<file path="config.mk">
export PLATFORM = sky130hd
export DESIGN_NAME = bus_requester
export DESIGN_NICKNAME = d
export VERILOG_FILES = /design/src/rtl/bus_requester_pkg.sv /design/src/rtl/bus_requester_sync_fifo.sv /design/src/rtl/bus_requester.sv
export SDC_FILE = /design/constraint.sdc
export NUM_CORES = 1
export LEC_CHECK = 0
export CAP_MARGIN = 30
export CORE_ASPECT_RATIO = 1.2
export CORE_UTILIZATION = 30
export CTS_CLUSTER_SIZE = 20
export DETAILED_ROUTE_END_ITERATION = 10
export PLACE_DENSITY = 0.57
export SLEW_MARGIN = 20
export SYNTH_ARGS = -nofsm -noshare
export SYNTH_HDL_FRONTEND = slang
export SYNTH_SLANG_ARGS = --single-unit
</file>
<file path="constraint.sdc">
create_clock -name clk -period 2.55 [get_ports clk]
set_input_delay 0.51 -clock clk [delete_from_list [all_inputs] [get_ports clk]]
set_output_delay 0.51 -clock clk [all_outputs]
set_load 0.01 [all_outputs]
</file>
<file path="src/rtl/bus_requester_pkg.sv">
// Shared types for the bus requester slice.
// State encoding and wait-counter sizing helper.
package bus_requester_pkg;

  typedef enum logic [1:0] {
    IDLE    = 2'd0,
    REQ     = 2'd1,
    XFER    = 2'd2,
    RELEASE = 2'd3
  } state_e;

  // Bits needed to hold 0..t inclusive.
  function automatic int wait_width(input int t);
    return $clog2(t + 1);
  endfunction

endpackage

</file>
<file path="src/rtl/bus_requester_sync_fifo.sv">
// Synchronous FIFO with a look-ahead head output.
// The head is readable in the same cycle it is popped.
module sync_fifo
  import bus_requester_pkg::*;
#(
  parameter int width = 9,
  parameter int depth = 4
) (
  input  logic             clk_i,
  input  logic             rst_i,
  input  logic             wr_en_i,
  input  logic [width-1:0] wr_data_i,
  input  logic             rd_en_i,
  output logic [width-1:0] rd_data_o,
  output logic             full_o,
  output logic             empty_o
);

  localparam int AW = $clog2(depth);
  localparam int CW = AW + 1;

  logic [width-1:0] mem_q [depth];
  logic [AW-1:0]    wr_ptr_q;
  logic [AW-1:0]    wr_ptr_d;
  logic [AW-1:0]    rd_ptr_q;
  logic [AW-1:0]    rd_ptr_d;
  logic [CW-1:0]    count_q;
  logic [CW-1:0]    count_d;
  logic             wr_ok;
  logic             rd_ok;

  assign full_o    = (count_q == CW'(depth));
  assign empty_o   = (count_q == '0);
  assign wr_ok     = wr_en_i & ~full_o;
  assign rd_ok     = rd_en_i & ~empty_o;
  assign rd_data_o = mem_q[rd_ptr_q];

  // Next pointers and occupancy; pointers wrap at a power of two.
  always_comb begin
    wr_ptr_d = wr_ptr_q;
    rd_ptr_d = rd_ptr_q;
    count_d  = count_q;
    if (wr_ok) begin
      wr_ptr_d = wr_ptr_q + AW'(1);
    end
    if (rd_ok) begin
      rd_ptr_d = rd_ptr_q + AW'(1);
    end
    unique case ({wr_ok, rd_ok})
      2'b10:   count_d = count_q + CW'(1);
      2'b01:   count_d = count_q - CW'(1);
      default: count_d = count_q;
    endcase
  end

  // Pointer and count registers; reset flushes the contents.
  always_ff @(posedge clk_i) begin
    if (rst_i) begin
      wr_ptr_q <= '0;
      rd_ptr_q <= '0;
      count_q  <= '0;
    end else begin
      wr_ptr_q <= wr_ptr_d;
      rd_ptr_q <= rd_ptr_d;
      count_q  <= count_d;
    end
  end

  // Storage array; stale entries are harmless once pointers reset.
  always_ff @(posedge clk_i) begin
    if (wr_ok) begin
      mem_q[wr_ptr_q] <= wr_data_i;
    end
  end

endmodule

</file>
<file path="src/rtl/bus_requester.sv">
// Client-side bus requester: buffers packets, requests,
// streams granted words, then yields the bus for a cycle.
module bus_requester
  import bus_requester_pkg::*;
#(
  parameter int data_width = 8,
  parameter int depth      = 4,
  parameter int timeout    = 15
) (
  input  logic                  clk,
  input  logic                  rst,
  input  logic                  i_push_valid,
  output logic                  o_push_ready,
  input  logic [data_width-1:0] i_push_data,
  input  logic                  i_push_last,
  output logic                  o_request,
  input  logic                  i_grant,
  output logic                  o_bus_valid,
  output logic [data_width-1:0] o_bus_data,
  output logic                  o_bus_last,
  output logic                  o_timeout
);

  localparam int WW = wait_width(timeout);
  localparam int PW = $clog2(depth) + 1;

  localparam logic [WW-1:0] TO_MAX = WW'(timeout);
  localparam logic [WW-1:0] TO_PRE = WW'(timeout - 1);

  state_e              state_q;
  logic                req_q;
  logic                to_q;
  logic [WW-1:0]       wait_q;
  logic [PW-1:0]       pkts_q;
  logic [PW-1:0]       pkts_d;

  logic [data_width:0] head;
  logic                full;
  logic                empty;
  logic                push_acc;
  logic                push_last;
  logic                pop;
  logic                pop_last;
  logic                counting;

  assign push_acc  = i_push_valid & ~full;
  assign push_last = push_acc & i_push_last;
  assign pop       = (state_q == XFER) & i_grant & ~empty;
  assign pop_last  = pop & head[data_width];
  assign counting  = req_q & ~i_grant;

  assign o_push_ready = ~full;
  assign o_request    = req_q;
  assign o_timeout    = to_q;
  assign o_bus_valid  = pop;
  assign o_bus_data   = head[data_width-1:0];
  assign o_bus_last   = pop_last;

  sync_fifo #(
    .width (data_width + 1),
    .depth (depth)
  ) u_fifo (
    .clk_i     (clk),
    .rst_i     (rst),
    .wr_en_i   (push_acc),
    .wr_data_i ({i_push_last, i_push_data}),
    .rd_en_i   (pop),
    .rd_data_o (head),
    .full_o    (full),
    .empty_o   (empty)
  );

  // Complete packets held: +1 on stored last, -1 on sent last.
  always_comb begin
    pkts_d = pkts_q;
    unique case ({push_last, pop_last})
      2'b10:   pkts_d = pkts_q + PW'(1);
      2'b01:   pkts_d = pkts_q - PW'(1);
      default: pkts_d = pkts_q;
    endcase
  end

  // Packet counter register.
  always_ff @(posedge clk) begin
    if (rst) begin
      pkts_q <= '0;
    end else begin
      pkts_q <= pkts_d;
    end
  end

  // Request FSM with the wait counter and registered pulse.
  always_ff @(posedge clk) begin
    if (rst) begin
      state_q <= IDLE;
      req_q   <= 1'b0;
      to_q    <= 1'b0;
      wait_q  <= '0;
    end else begin
      to_q <= counting & (wait_q == TO_PRE);
      if (counting) begin
        wait_q <= (wait_q == TO_MAX) ? '0 : wait_q + WW'(1);
      end
      unique case (state_q)
        IDLE: begin
          if (pkts_q != '0) begin
            state_q <= REQ;
            req_q   <= 1'b1;
          end
        end
        REQ: begin
          if (i_grant) begin
            state_q <= XFER;
            wait_q  <= '0;
          end
        end
        XFER: begin
          if (pop_last) begin
            state_q <= RELEASE;
            req_q   <= 1'b0;
          end
        end
        RELEASE: begin
          state_q <= IDLE;
        end
        default: begin
          state_q <= IDLE;
          req_q   <= 1'b0;
        end
      endcase
    end
  end

endmodule

</file>
==> results.cfg <==
[route]
detail-route-antenna-nets = 0
wl_met2_mm = 1.932
met3_length_um = 164
dr_total_vias = 1365
drcViolationCount = 0
routedWlPerCell_um = 13.12
highest_layer = met4
drt_iter0_drc = 57
wl_mm = 3.950
met1_length_mm = 1.784
viasPerCell = 4.535
dr.pass1.iters = 4

[worst_hold_path]
hold_end = o_timeout
min-delay-start = wait_q[3]
hp-class = reg2reg
min_path_cells = 2

[critical_path]
r2r-start = u_fifo.count_q[0]
endpoint_kind = output pin
cp_data_required_time_ns = 2.04
r2r_end = u_fifo.count_q[2]
r2r_cells = 9
crit_buf_inv = 4
slowest_delay_ns = 0.52
cp_max_fo = 3
arrival_ns = 1.93
crit_chain = clkdlybuf4s50_1 > o311a_4 > buf_4 > buf_4 > clkdlybuf4s50_1
regToRegSetupSlack_ns = 0.21
cp-start-kind = input pin
crit_type = in2out
path_delay_family = buffers and inverters
slowest_stage = clkdlybuf4s50_1

[power_and_ir_drop]
combPwrFrac = 0.175
swShare = 0.2518
p_leak_nw = 1.086
p_int_mw = 1.509
power.density_nw_per_um2 = 680.4
clkPwrFrac = 0.295
p_sw_uw = 508.1
ir_drop_uv = 317.9
power_frac_seq = 0.530

[logic_synthesis]
synth_area_um2 = 2385
synthAdderAreaFrac = 0.07450
synth-compound-area-share = 0.04617
synthArstFlopShare = 0
synth_cell_type_count = 34
syn_nets = 192
synthSimpleGateAreaFrac = 0.09234
syn_inst = 166
synth-seq-cells = 56
yosysWarningCount = 0
avgSynthCellArea_um2 = 14.37
ys.flop_type = edfxtp_1
synth_top_family_by_area = multiplexers
synth_area_leader_cell = edfxtp_1
synth_edf_count = 36
ys_seq_area_frac = 0.6212
ys_top_cells_by_area = edfxtp_1, dfxtp_1, mux4_1
synth_top_area_share = 0.4533
synth_xor_area_frac = 0.02938
synth_mux_area_frac = 0.1018

[clocking]
cts_tree = yes
clkTransAtPathRegs_ns = 0.10
hold_buffers = 0
cts_buffer_depth = 2
numCtsBuffers = 5
worstSkewPairLatency_ns = 0.31
clock-sinks = 56
ctsHtreeMaxLevel = 2
cts.root.buffer_cell = clkbuf_8

[timing]
fin_crit_sh = 0.9558
tightest_slew_ns = 0.5349
hold_viol_final = 0
maxSlewHeadroom = 0.6434
min_period_ns = 2.437
fmax_mhz = 410.3
setup_viol = 0
setup_tns_ns = 0
finalMaxSlewViolations = 0
whs_ns = 0.4826
rsz0062_at_grt = false
fin_skew_ns = 0.009105

[grt]
grt_pass1_vias = 1404
grt_antenna_before_repair = 0
grt_pass1_wl_mm = 6.630
overflow = 0
grt_util_all_layers = 0.1057
grt_start_max_net_pins = 19

[final_layout]
layout_commonest_cell = edfxtp_1
area_growth_syn_to_layout_pct = 24.34
final_core_util = 0.3847
final_cell_mix = edfxtp_1, clkdlybuf4s50_1, dfxtp_1
antennaDiodeCount = 0
nNetsFinal = 234
drive_gt1_frac = 0.1483

[floorplanning]
core_um2 = 7707
die_x_um = 83.39
die_h_um = 99.67
dieArea_um2 = 8311
row_count = 35
start_util = 0.3094
pin_count = 26

[place]
dpl.hpwl_mm = 2.767
io_buffers = 25
gp_congestion = 0.7463

[outcome]
outcome = finished, final reports clean

[flow_run]
maxCapViolations = 0
what timing repair did:
item	4_1_cts	5_1_grt
cloned	0	0
pin swaps	0	1
buffers inserted	0	1
resized for setup	1	4
endpoints found under the setup margin	1	1
power by group through the flow:
stage               combinational [mW]  sequential (mW)  clock, mW
detailed placement               0.347             1.09          0
global placement                 0.342             1.09          0
global route                     0.399             1.08      0.646
floorplan                        0.226             1.08          0
finish                           0.352             1.07      0.595
CTS                              0.351             1.07      0.607
metrics by stage:
step	total power [mW]	cell area (µm²)	std cells	worst slack, ns
after floorplan	1.307	2385	166	0.1897
after global placement	1.429	2814	292	-0.06012
after detailed placement	1.436	2814	292	-0.1552
after CTS	2.026	2942	300	0.02939
after global routing	2.124	2965	301	0.04812
final	2.018	2965	301	0.1128
worst reg2reg max path: cells and delay by family (launching register included):
family / cells / cell delay (ns)
fa+ha+maj: 2 / 0.59
simple gates: 3 / 0.90
buf+inv: 2 / 0.13
compound gates: 1 / 0.14
flops: 1 / 0.36
xor+xnor: 1 / 0.15
cells in the mapped netlist, types with 2 or more instances:
master and n:
a21o_1 2, a21oi_1 8, and3_1 4, buf_6 2, dfxtp_1 20, edfxtp_1 36
fa_1 2, ha_1 11, inv_1 13, mux4_1 8, nand2_1 8, nor2_1 17
nor3_1 4, o21ai_0 3, or3_1 3, xnor2_1 2, xor2_1 6
per-layer routing:
layer / track usage / vias to the layer above
met4: 0.04775 / 0
li1: - / 680
met2: 0.1810 / 27
met3: 0.03320 / 5
met1: 0.1211 / 653
met5: 0 / -
registers in the layout (all words and copies together), names as in the netlist, named ones only:
register,count
o_request,1
o_timeout,1
pkts_q,3
state_q,2
u_fifo.count_q,3
u_fifo.mem_q,36
u_fifo.rd_ptr_q,2
u_fifo.wr_ptr_q,2
wait_q,4
worst max path at each step:
stage	from	slack [ns]	cells past startpoint	end
after floorplan	state_q[0]	0.19	11	pkts_q[2]
after detailed placement	i_grant	-0.16	10	pkts_q[2]
after global placement	i_grant	-0.06	10	pkts_q[2]
after CTS	state_q[0]	0.03	7	o_bus_last
after global routing	u_fifo.count_q[0]	0.05	9	u_fifo.count_q[2]
final	i_grant	0.11	5	o_bus_valid
final cells by class:
type | count | area (µm²)
fillers | 738 | 4742
flip-flops and latches | 56 | 1483
multi-input cells | 93 | 844.6
repair buffers | 39 | 357.8
well taps | 92 | 115.1
clock buffers | 5 | 68.82
inverters | 13 | 48.80
clock inverters | 3 | 47.55
kinds of logic (layout without fill, tap and decap cells):
family | after synthesis | in the layout
mux | 10 | 10
xor+xnor | 8 | 8
flops | 56 | 56
fa+ha+maj | 13 | 13
compound gates | 18 | 18
simple gates | 44 | 44
buf+inv | 17 | 60
No activity file was read; power rests on OpenSTA's default activity.
